[src/rtl/ser_pkg.sv]
// Shared types for the bit serializer front end.
// State encoding and frame-length helper used by bit_serializer.
package ser_pkg;

    typedef enum logic [1:0] {
        S_IDLE  = 2'b00,
        S_SHIFT = 2'b01,
        S_PAR   = 2'b10
    } ser_state_t;

    function automatic int ser_frame_len(input int width,
                                         input bit parity_en);
        return parity_en ? width + 1 : width;
    endfunction

endpackage

[src/rtl/ser_shift_reg.sv]
// Loadable shift register; presents the head bit of the loaded word.
// SER_PARITY_EN adds a parity register fed back as the fill bit.
module ser_shift_reg
    import ser_pkg::*;
#(
    parameter int WIDTH     = 8,
    parameter bit LSB_FIRST = 1'b0
) (
    input  logic             clk,
    input  logic             rst,
    input  logic             load_i,
    input  logic             shift_i,
    input  logic [WIDTH-1:0] data_i,
    input  logic             fill_i,
`ifdef SER_PARITY_EN
    output logic             parity_o,
`endif
    output logic             bit_o
);

    logic [WIDTH-1:0] sr_q;
    logic [WIDTH-1:0] sr_d;

    // Fill bits reach the head after WIDTH shifts, i.e. right after the last data bit
    always_comb begin
        sr_d = sr_q;
        if (load_i) begin
            sr_d = data_i;
        end else if (shift_i) begin
            if (LSB_FIRST) begin
                sr_d = {fill_i, sr_q[WIDTH-1:1]};
            end else begin
                sr_d = {sr_q[WIDTH-2:0], fill_i};
            end
        end
    end

    always_ff @(posedge clk or negedge rst) begin
        if (!rst) begin
            sr_q <= '0;
        end else begin
            sr_q <= sr_d;
        end
    end

    assign bit_o = LSB_FIRST ? sr_q[0] : sr_q[WIDTH-1];

`ifdef SER_PARITY_EN
    logic parity_q;

    always_ff @(posedge clk or negedge rst) begin
        if (!rst) begin
            parity_q <= 1'b0;
        end else if (load_i) begin
            parity_q <= ^data_i;
        end
    end

    assign parity_o = parity_q;
`endif

endmodule

[src/rtl/bit_serializer.sv]
// Parallel-to-serial front end for the sequence detector.
// Define SER_PARITY_EN to append an even-parity bit to each frame.
module bit_serializer
    import ser_pkg::*;
#(
    parameter int WIDTH     = 8,
    parameter bit LSB_FIRST = 1'b0
) (
    input  logic                       clk,
    input  logic                       rst,
    input  logic                       bit_en,
    input  logic                       load_valid,
    input  logic [WIDTH-1:0]           load_data,
    output logic                       load_ready,
    output logic                       x_out,
    output logic                       x_valid,
    output logic                       frame_start,
    output logic                       frame_end,
    output logic [$clog2(WIDTH+1)-1:0] bit_cnt
);

    localparam int CW = $clog2(WIDTH + 1);
`ifdef SER_PARITY_EN
    localparam bit PAR_EN = 1'b1;
    localparam logic [CW-1:0] LAST_DATA = CW'(WIDTH - 1);
`else
    localparam bit PAR_EN = 1'b0;
`endif
    localparam int N = ser_frame_len(WIDTH, PAR_EN);
    localparam logic [CW-1:0] LAST = CW'(N - 1);

    ser_state_t      state_q;
    logic [CW-1:0]   cnt_q;
    logic            xv_q;
    logic            fs_q;
    logic            fe_q;

    logic            busy;
    logic            last;
    logic            strobe_last;
    logic            accept;
    logic            sr_load;
    logic            sr_shift;
    logic            fill;
    logic [WIDTH-1:0] sr_data;

    assign busy        = (state_q != S_IDLE);
    assign last        = busy && (cnt_q == LAST);
    assign strobe_last = bit_en & last;
    assign load_ready  = ~busy | strobe_last;
    assign accept      = load_valid & load_ready;

    // Leaving a frame without a new word reloads zeros so x_out idles low
    assign sr_load  = accept | strobe_last;
    assign sr_shift = bit_en & busy & ~last;
    assign sr_data  = accept ? load_data : '0;

    ser_shift_reg #(
        .WIDTH     (WIDTH),
        .LSB_FIRST (LSB_FIRST)
    ) u_sr (
        .clk      (clk),
        .rst      (rst),
        .load_i   (sr_load),
        .shift_i  (sr_shift),
        .data_i   (sr_data),
        .fill_i   (fill),
`ifdef SER_PARITY_EN
        .parity_o (fill),
`endif
        .bit_o    (x_out)
    );

`ifndef SER_PARITY_EN
    assign fill = 1'b0;
`endif

    always_ff @(posedge clk or negedge rst) begin
        if (!rst) begin
            state_q <= S_IDLE;
            cnt_q   <= '0;
            xv_q    <= 1'b0;
            fs_q    <= 1'b0;
            fe_q    <= 1'b0;
        end else if (accept) begin
            state_q <= S_SHIFT;
            cnt_q   <= '0;
            xv_q    <= 1'b1;
            fs_q    <= 1'b1;
            fe_q    <= 1'b0;
        end else if (strobe_last) begin
            state_q <= S_IDLE;
            cnt_q   <= '0;
            xv_q    <= 1'b0;
            fs_q    <= 1'b0;
            fe_q    <= 1'b0;
        end else if (sr_shift) begin
            cnt_q <= cnt_q + CW'(1);
            fs_q  <= 1'b0;
            fe_q  <= ((cnt_q + CW'(1)) == LAST);
`ifdef SER_PARITY_EN
            if (cnt_q == LAST_DATA) begin
                state_q <= S_PAR;
            end
`endif
        end
    end

    assign x_valid     = xv_q;
    assign frame_start = fs_q;
    assign frame_end   = fe_q;
    assign bit_cnt     = cnt_q;

endmodule

[config.mk]
export PLATFORM = sky130hd
export DESIGN_NAME = bit_serializer
export DESIGN_NICKNAME = d
export VERILOG_FILES = /design/src/rtl/ser_pkg.sv /design/src/rtl/ser_shift_reg.sv /design/src/rtl/bit_serializer.sv
export SDC_FILE = /design/constraint.sdc
export NUM_CORES = 1
export LEC_CHECK = 0
export ABC_AREA = 1
export BUFFER_PORTS_ARGS = -buffer_cell sky130_fd_sc_hd__buf_4
export CAP_MARGIN = 20
export CORE_MARGIN = 2
export CORE_UTILIZATION = 45
export DETAILED_ROUTE_END_ITERATION = 6
export GPL_TIMING_DRIVEN = 0
export PLACE_DENSITY = 0.72
export RECOVER_POWER = 25
export SLEW_MARGIN = 40
export SYNTH_ARGS = -nofsm -noshare
export SYNTH_HDL_FRONTEND = slang
export SYNTH_HIERARCHICAL = 1
export SYNTH_SLANG_ARGS = --single-unit
[constraint.sdc]
create_clock -name clk -period 1.5 [get_ports clk]
set_clock_uncertainty 0.1 [all_clocks]
set_input_delay 0.3 -clock clk [delete_from_list [all_inputs] [get_ports clk]]
set_output_delay 0.3 -clock clk [all_outputs]
set_load 0.02 [all_outputs]
==> impl_metrics.sql, run 1 <==
INSERT INTO impl_metrics (metric_group, metric, value, unit) VALUES
('worst_setup_path', 'reg2reg_from', 'bit_cnt[0]', ''),
('sta', 'relSlewSlack', '0.434', ''),
('worst_setup_path', 'cp.buffers_inverters', '2', ''),
('clocking', 'cts_tree', 'built', ''),
('pwr', 'leakage', '0.000680', 'uW'),
('layout', 'layout.nets', '165', ''),
('clocking', 'cts_buffers', '3', ''),
('floorplanning', 'dieArea', '2280', 'um^2'),
('floorplanning', 'num_rows', '15', ''),
('synth', 'ys_types', '16', ''),
('clocking', 'h-tree-depth', '1', ''),
('synth', 'postSynthNetCount', '128', ''),
('pwr', 'powerDensity', '1920', 'nW/um^2'),
('layout', 'final_design_area_no_fill', '1270', 'um^2'),
('floorplanning', 'core_area', '1760', 'um^2'),
('route', 'num_vias', '848', ''),
('place', 'port_buffers', '20', ''),
('worst_setup_path', 'cp_num_cells', '6', ''),
('worst_setup_path', 'setup.worst_path.class', 'flop to primary output', ''),
('route', 'finalWirelength', '2.15', 'mm'),
('route', 'drc', '0', ''),
('floorplanning', 'boundaryPins', '21', ''),
('worst_setup_path', 'timing.critical_path.from_type', 'flop', ''),
('layout', 'layout_commonest_cell', 'nand2_1', ''),
('layout', 'flow.area_growth_from_synthesis', '47.9', '%'),
('global_routing', 'antenna_found_initial', '0', ''),
('clocking', 'cts_root_buf', 'clkbuf_4', ''),
('global_routing', 'global_router_s_overall_resource_usage', '0.206', ''),
('worst_setup_path', 'critical_path.startpoint', 'bit_cnt[0]', ''),
('worst_setup_path', 'critical_path.cell_chain', 'ha_4 > nand2_2 > inv_2 > nand3_4 > nand2_4 > buf_6', ''),
('synth', 'syn-instance-count', '114', ''),
('sta', 'finalMaxSlewViolations', '0', ''),
('synth', 'synth_area', '860', 'um^2'),
('global_routing', 'overflow', '0', ''),
('global_routing', 'first_global_vias', '738', ''),
('place', 'placed_area', '1090', 'um^2'),
('global_routing', 'wire_length_of_the_first_global_routing_pass', '3.19', 'mm'),
('route', 'detail_route.first_pass.iterations', '4', ''),
('clocking', 'cts_sinks', '15', ''),
('sta', 'setup_viols_final', '10', ''),
('worst_setup_path', 'critical_path_peak_fanout', '2', ''),
('sta', 'finalWorstSetupSlack', '-0.173', 'ns'),
('place', 'gp_routability_congestion', '0.813', ''),
('synth', 'synth_seq_cells', '15', ''),
('route', 'wl_per_cell', '12.3', 'um'),
('worst_setup_path', 'worst-r2r-cell-count', '10', ''),
('sta', 'fin_crit_sh', '1.12', ''),
('clocking', 'clock_path_buffers', '2', ''),
('sta', 'rsz0062_at_grt', 'true', ''),
('route', 'viasPerCell', '4.85', ''),
('route', 'drt_first_iter_violations', '13', ''),
('layout', 'layout_common_cells', 'nand2_1, buf_4, nand3_1, inv_1, dfrtp_1', ''),
('synth', 'syn-mean-instance-area', '7.54', 'um^2'),
('run', 'maxCapViolations', '0', ''),
('outcome', 'violations', 'setup timing', ''),
('worst_setup_path', 'critical_path.top_delay_family', 'flip-flops', ''),
('outcome', 'status', 'complete, but fails checks', ''),
('worst_setup_path', 'reg2reg_setup_slack', '-0.15', 'ns'),
('clocking', 'clk_latency', '0.30', 'ns'),
('floorplanning', 'start_util', '0.487', ''),
('floorplanning', 'die_height', '47.7', 'um'),
('worst_setup_path', 'cpPeakStageDelay', '0.44', 'ns'),
('global_routing', 'maximum_number_of_pins_on_one_net_before_global_route_repair', '16', ''),
('pwr', 'vdd.ir_drop.worst', '1080', 'uV'),
('worst_setup_path', 'worstReg2RegEnd', 'u_sr/sr_q[5]', ''),
('layout', 'insertedDiodeCount', '0', ''),
('clocking', 'clk_pin_slew', '0.10', 'ns'),
('sta', 'fmax', '0.598', 'GHz'),
('sta', 'timing.final.hold_violations', '0', ''),
('worst_setup_path', 'endpoint_required_time_on_the_critical_path', '1.10', 'ns'),
('place', 'dp.final_hpwl', '1.28', 'mm'),
('synth', 'register_area_share_after_synthesis', '0.437', ''),
('sta', 'finalCriticalPeriod', '1.67', 'ns'),
('layout', 'nFillCells', '147', ''),
('layout', 'final_layout_size_suffix_gt1_frac', '0.413', ''),
('worst_setup_path', 'cell_at_the_slowest_stage_of_the_critical_path', 'dfrtp_2', ''),
('min_path', 'type_of_the_most_critical_hold_path', 'primary input to flop', ''),
('worst_setup_path', 'cp.arrival', '1.27', 'ns'),
('floorplanning', 'fp.dieW', '47.7', 'um'),
('route', 'detail_route_antenna_nets', '0', ''),
('sta', 'totalNegativeSetupSlack', '-1.34', 'ns'),
('worst_setup_path', 'cp-end-kind', 'primary output', ''),
('sta', 'worst_slew_pin_slew', '0.850', 'ns'),
('synth', 'ys_warn_count', '6', ''),
('worst_setup_path', 'worst_setup_path_endpoint', 'load_ready', '');
==> cells in the mapped netlist, drive strengths merged <==
library cell / count / area [um^2]
buf: 3 / 30.0
conb: 1 / 3.75
dfrtp: 15 / 375
ha: 2 / 25.0
inv: 15 / 56.3
nand2: 42 / 165
nand3: 18 / 95.1
nand4: 1 / 6.26
nor2: 16 / 97.6
o21ai: 1 / 5.00
==> power by group <==
group | total (uW) | internal (uW) | switching [uW]
logic | 1490 | 703 | 789
clock network | 245 | 104 | 141
registers | 708 | 568 | 141
total | 2450 | 1370 | 1070
==> metrics by stage <==
stage | instances | setup slack [ns] | power (uW) | hold slack, ns | util
floorplan | 114 | -0.0410 | 1490 | -0.0956 | -
global placement | 159 | -0.0844 | 1810 | 0.0653 | 0.616
detailed placement | 159 | -0.125 | 1850 | 0.0655 | 0.616
CTS | 173 | -0.179 | 2350 | 0.190 | 0.705
global route | 175 | -0.222 | 2600 | 0.212 | 0.721
finish | 175 | -0.173 | 2450 | 0.194 | 0.721
==> worst register-to-register path, delay by kind of cell, from the launching register on <==
family                   cells  cell delay, ns
buffers and inverters        3            0.30
AND/OR/NAND/NOR              6            0.57
adder cells (fa/ha/maj)      1            0.17
flip-flops                   1            0.44
==> repair_timing <==
| action | in CTS | in global routing |
|---|---|---|
| hold buffers | 1 | 0 |
| cloned | 1 | 0 |
| gates resized for setup | 5 | 7 |
| hold endpoints to repair | 15 | 0 |
| buffers inserted | 9 | 2 |
| pin swaps | 7 | 10 |
| endpoints found under the setup margin | 9 | 16 |
==> layer usage <==
layer | part of all wire | vias to the layer above | track usage
li1 | - | 418 | -
met1 | 0.42 | 400 | 0.259
met2 | 0.52 | 28 | 0.333
met3 | 0.052 | 2 | 0.0604
met4 | 0.0046 | 0 | 0.0757
met5 | 0 | - | 0
==> logic make-up after synthesis <==
| logic type | synth area share |
|---|---|
| buffers and inverters | 0.100 |
| other | 0.00436 |
| adders and majority gates | 0.0291 |
| AOI/OAI and AO/OA | 0.00582 |
| DFF | 0.437 |
| and+or+nand+nor | 0.424 |
==> registers in the layout, indices dropped and copies added (netlist names) <==
signal and flops:
x_valid 1, u_sr/sr_q 8, bit_cnt 4, frame_end 1, frame_start 1
==> layout make-up <==
class                      instances  area [um^2]  area share
buffer                             2         35.0      0.0276
clock buffer                       4         26.3      0.0207
inverter                          15         56.3      0.0443
multi-input combinational         81          448       0.352
sequential                        15          379       0.298
tap                               25         31.3      0.0246
timing repair buffer              33          295       0.232
==> how the worst min path moves through the flow <==
stage | startpoint | endpoint | slack, ns | depth (start not counted)
global placement | rst | bit_cnt[2] | 0.07 | 1
detailed placement | rst | bit_cnt[2] | 0.07 | 1
finish | load_valid | bit_cnt[1] | 0.19 | 4
global route | load_valid | bit_cnt[1] | 0.21 | 4
CTS | load_valid | bit_cnt[1] | 0.19 | 4
floorplan | rst | bit_cnt[0] | -0.1 | 0
Power figures use the tool's default switching activity.
==> inputs of run 2 (changes only) <==
- ABC_AREA: 1 -> not set
==> run 2 against run 1 <==
The flow still finishes with violations (setup timing). Register-to-register slack lost 0.098 ns. Fmax fell by 4.3%. Non-clock buffer count fell by 2. Sequential share of layout area up 1.6 points. Core utilization shrank 4.5 points. Critical endpoint is now u_sr/sr_q[6]. Largest power group unchanged. Highest routed layer unchanged.
==> impl_metrics.sql, run 2 <==
INSERT INTO impl_metrics (metric_group, metric, value, unit) VALUES
('sta', 'rsz0062_at_grt', 'true', ''),
('synth', 'ys_warn_count', '6', ''),
('worst_setup_path', 'worst_setup_path_endpoint', 'u_sr/sr_q[6]', ''),
('route', 'viasPerCell', '4.91', ''),
('route', 'drc', '0', ''),
('worst_setup_path', 'critical_path_peak_fanout', '8', ''),
('clocking', 'clock_path_buffers', '2', ''),
('clocking', 'h-tree-depth', '1', ''),
('synth', 'yosys.cell_count.top_type', 'dfrtp_1', ''),
('floorplanning', 'boundaryPins', '21', ''),
('sta', 'fin_crit_sh', '1.17', ''),
('layout', 'layout_commonest_cell', 'buf_4', ''),
('synth', 'async_reset_ff_frac', '1.00', ''),
('worst_setup_path', 'critical_path.startpoint', 'bit_cnt[0]', ''),
('synth', 'post_synth_main_area_contributors', 'dfrtp_1, mux2i_1, and2_1', ''),
('sta', 'finalWorstSetupSlack', '-0.248', 'ns'),
('global_routing', 'maximum_number_of_pins_on_one_net_before_global_route_repair', '16', ''),
('layout', 'utilization', '0.675', ''),
('floorplanning', 'dieArea', '2320', 'um^2'),
('floorplanning', 'fp.dieW', '48.2', 'um'),
('min_path', 'type_of_the_most_critical_hold_path', 'primary input to flop', ''),
('synth', 'register_area_share_after_synthesis', '0.427', ''),
('place', 'dp.final_hpwl', '1.26', 'mm'),
('synth', 'post_synth_most_frequent_cells', 'dfrtp_1, nand2_1, o21ai_1', ''),
('run', 'maxCapViolations', '0', ''),
('pwr', 'powerDensity', '1660', 'nW/um^2'),
('clocking', 'clk_latency', '0.28', 'ns'),
('layout', 'insertedDiodeCount', '0', ''),
('sta', 'setup_viols_final', '9', ''),
('sta', 'finalMaxSlewViolations', '0', ''),
('global_routing', 'first_global_vias', '656', ''),
('synth', 'ys_types', '28', ''),
('global_routing', 'antenna_found_initial', '0', ''),
('clocking', 'clk_pin_slew', '0.09', 'ns'),
('layout', 'layout_common_cells', 'buf_4, dfrtp_1, nand2_1, o21ai_1, and2_1', ''),
('global_routing', 'overflow', '0', ''),
('clocking', 'cts_sinks', '15', ''),
('synth', 'syn-mean-instance-area', '9.67', 'um^2'),
('route', 'detail_route.first_pass.iterations', '3', ''),
('route', 'finalWirelength', '1.82', 'mm'),
('worst_setup_path', 'endpoint_required_time_on_the_critical_path', '1.57', 'ns'),
('route', 'wl_per_cell', '12.2', 'um'),
('clocking', 'cts_root_buf', 'clkbuf_4', ''),
('pwr', 'vdd.ir_drop.worst', '1090', 'uV'),
('worst_setup_path', 'cp.arrival', '1.81', 'ns'),
('synth', 'syn-instance-count', '91', ''),
('floorplanning', 'start_util', '0.493', ''),
('floorplanning', 'die_height', '48.2', 'um'),
('worst_setup_path', 'reg2reg_setup_slack', '-0.25', 'ns'),
('layout', 'layout.nets', '139', ''),
('place', 'port_buffers', '19', ''),
('outcome', 'status', 'complete, but fails checks', ''),
('synth', 'synth_enable_flop_cells', '0', ''),
('synth', 'synth_area', '880', 'um^2'),
('clocking', 'cts_buffers', '3', ''),
('synth', 'postSynth.topFlopCell', 'dfrtp_1', ''),
('synth', 'postSynthNetCount', '105', ''),
('sta', 'finalCriticalPeriod', '1.75', 'ns'),
('worst_setup_path', 'setup.worst_path.class', 'flop to flop', ''),
('worst_setup_path', 'reg2reg_from', 'bit_cnt[0]', ''),
('global_routing', 'wire_length_of_the_first_global_routing_pass', '2.80', 'mm'),
('place', 'gp_routability_congestion', '0.882', ''),
('floorplanning', 'core_area', '1780', 'um^2'),
('pwr', 'report.power.total', '2000', 'uW'),
('route', 'drt_first_iter_violations', '4', ''),
('floorplanning', 'num_rows', '15', ''),
('worst_setup_path', 'timing.critical_path.from_type', 'flop', ''),
('sta', 'worst_slew_pin_slew', '0.793', 'ns'),
('layout', 'regMostFlops', 'u_sr/sr_q', ''),
('worst_setup_path', 'worst-r2r-cell-count', '7', ''),
('route', 'detail_route_antenna_nets', '0', ''),
('worst_setup_path', 'cp-end-kind', 'flop', ''),
('layout', 'final_layout_size_suffix_gt1_frac', '0.363', ''),
('route', 'num_vias', '731', ''),
('synth', 'top_area_cell_type_share_of_the_netlist_area', '0.427', ''),
('synth', 'synth.largest_area_cell', 'dfrtp_1', ''),
('synth', 'synth_seq_cells', '15', ''),
('sta', 'fmax', '0.572', 'GHz'),
('worst_setup_path', 'worstReg2RegEnd', 'u_sr/sr_q[6]', ''),
('sta', 'timing.final.hold_violations', '0', ''),
('pwr', 'leakage', '0.000583', 'uW'),
('layout', 'flow.area_growth_from_synthesis', '36.8', '%'),
('global_routing', 'global_router_s_overall_resource_usage', '0.180', ''),
('outcome', 'violations', 'setup timing', ''),
('layout', 'number_of_flip_flops_under_the_largest_register_name', '8', ''),
('sta', 'relSlewSlack', '0.472', ''),
('clocking', 'cts_tree', 'built', '');
==> run 2: critical path: stages (launching register included) <==
cell and delay, ns:
dfrtp_2 0.44, ha_4 0.17, and3b_4 0.18, or2_1 0.23, inv_1 0.08, buf_6 0.15, mux2i_2 0.22, o21ai_1 0.07
==> run 2: kinds of logic after synthesis <==
family          count (synthesis)  share of synthesized area
compound gates                 20                      0.148
xor+xnor                        3                     0.0299
fa+ha+maj                       2                     0.0284
buf+inv                         8                     0.0569
flops                          15                      0.427
mux                             8                     0.0910
other cells                     1                    0.00426
simple gates                   34                      0.215
==> run 2: metal layers <==
metal,track usage,vias up,part of all wire
met4,0.114,0,0.025
met2,0.268,14,0.45
met1,0.240,341,0.50
met3,0.0333,4,0.023
li1,-,372,-
met5,0,-,0
==> run 2: report_power, final <==
group | internal (uW) | switching (uW)
logic | 538 | 479
registers | 583 | 164
clock network | 103 | 134
total | 1220 | 776
==> run 2: final cells by class <==
class                   instances  area [um^2]
clock buffers                   4         26.3
plain buffers                   4         35.0
well taps                      25         31.3
repair buffers                 29          220
inverters                       4         15.0
fillers                       158          579
multi-input cells              68          498
flip-flops and latches         15          378
==> run 2: worst min-delay path by stage <==
stage | from | endpoint | depth (start not counted)
2_1_floorplan | rst | bit_cnt[0] | 0
3_3_place_gp | rst | bit_cnt[3] | 1
3_5_place_dp | rst | bit_cnt[3] | 1
4_1_cts | load_valid | x_valid | 3
5_1_grt | load_valid | frame_start | 3
6_report | load_valid | frame_start | 3
==> run 2: repair_timing <==
action	CTS	global route
buffers inserted	7	2
gates cloned	0	0
gates resized for setup	4	4
pin swaps	3	3
hold buffers	1	0
setup endpoints to repair	9	10
endpoints found under the hold margin	15	0
==> run 2: metrics by stage <==
| step | area (um^2) | hold slack (ns) | cells | TNS (ns) | worst slack, ns |
|---|---|---|---|---|---|
| 2_1_floorplan | 895 | -0.0956 | 91 | -1.88 | -0.241 |
| 5_1_grt | 1200 | 0.220 | 149 | -2.74 | -0.340 |
| 4_1_cts | 1170 | 0.204 | 147 | -1.95 | -0.237 |
| 3_5_place_dp | 1070 | 0.0635 | 135 | -2.58 | -0.339 |
| 6_report | 1200 | 0.211 | 149 | -2.00 | -0.248 |
| 3_3_place_gp | 1070 | 0.0649 | 135 | -2.39 | -0.312 |
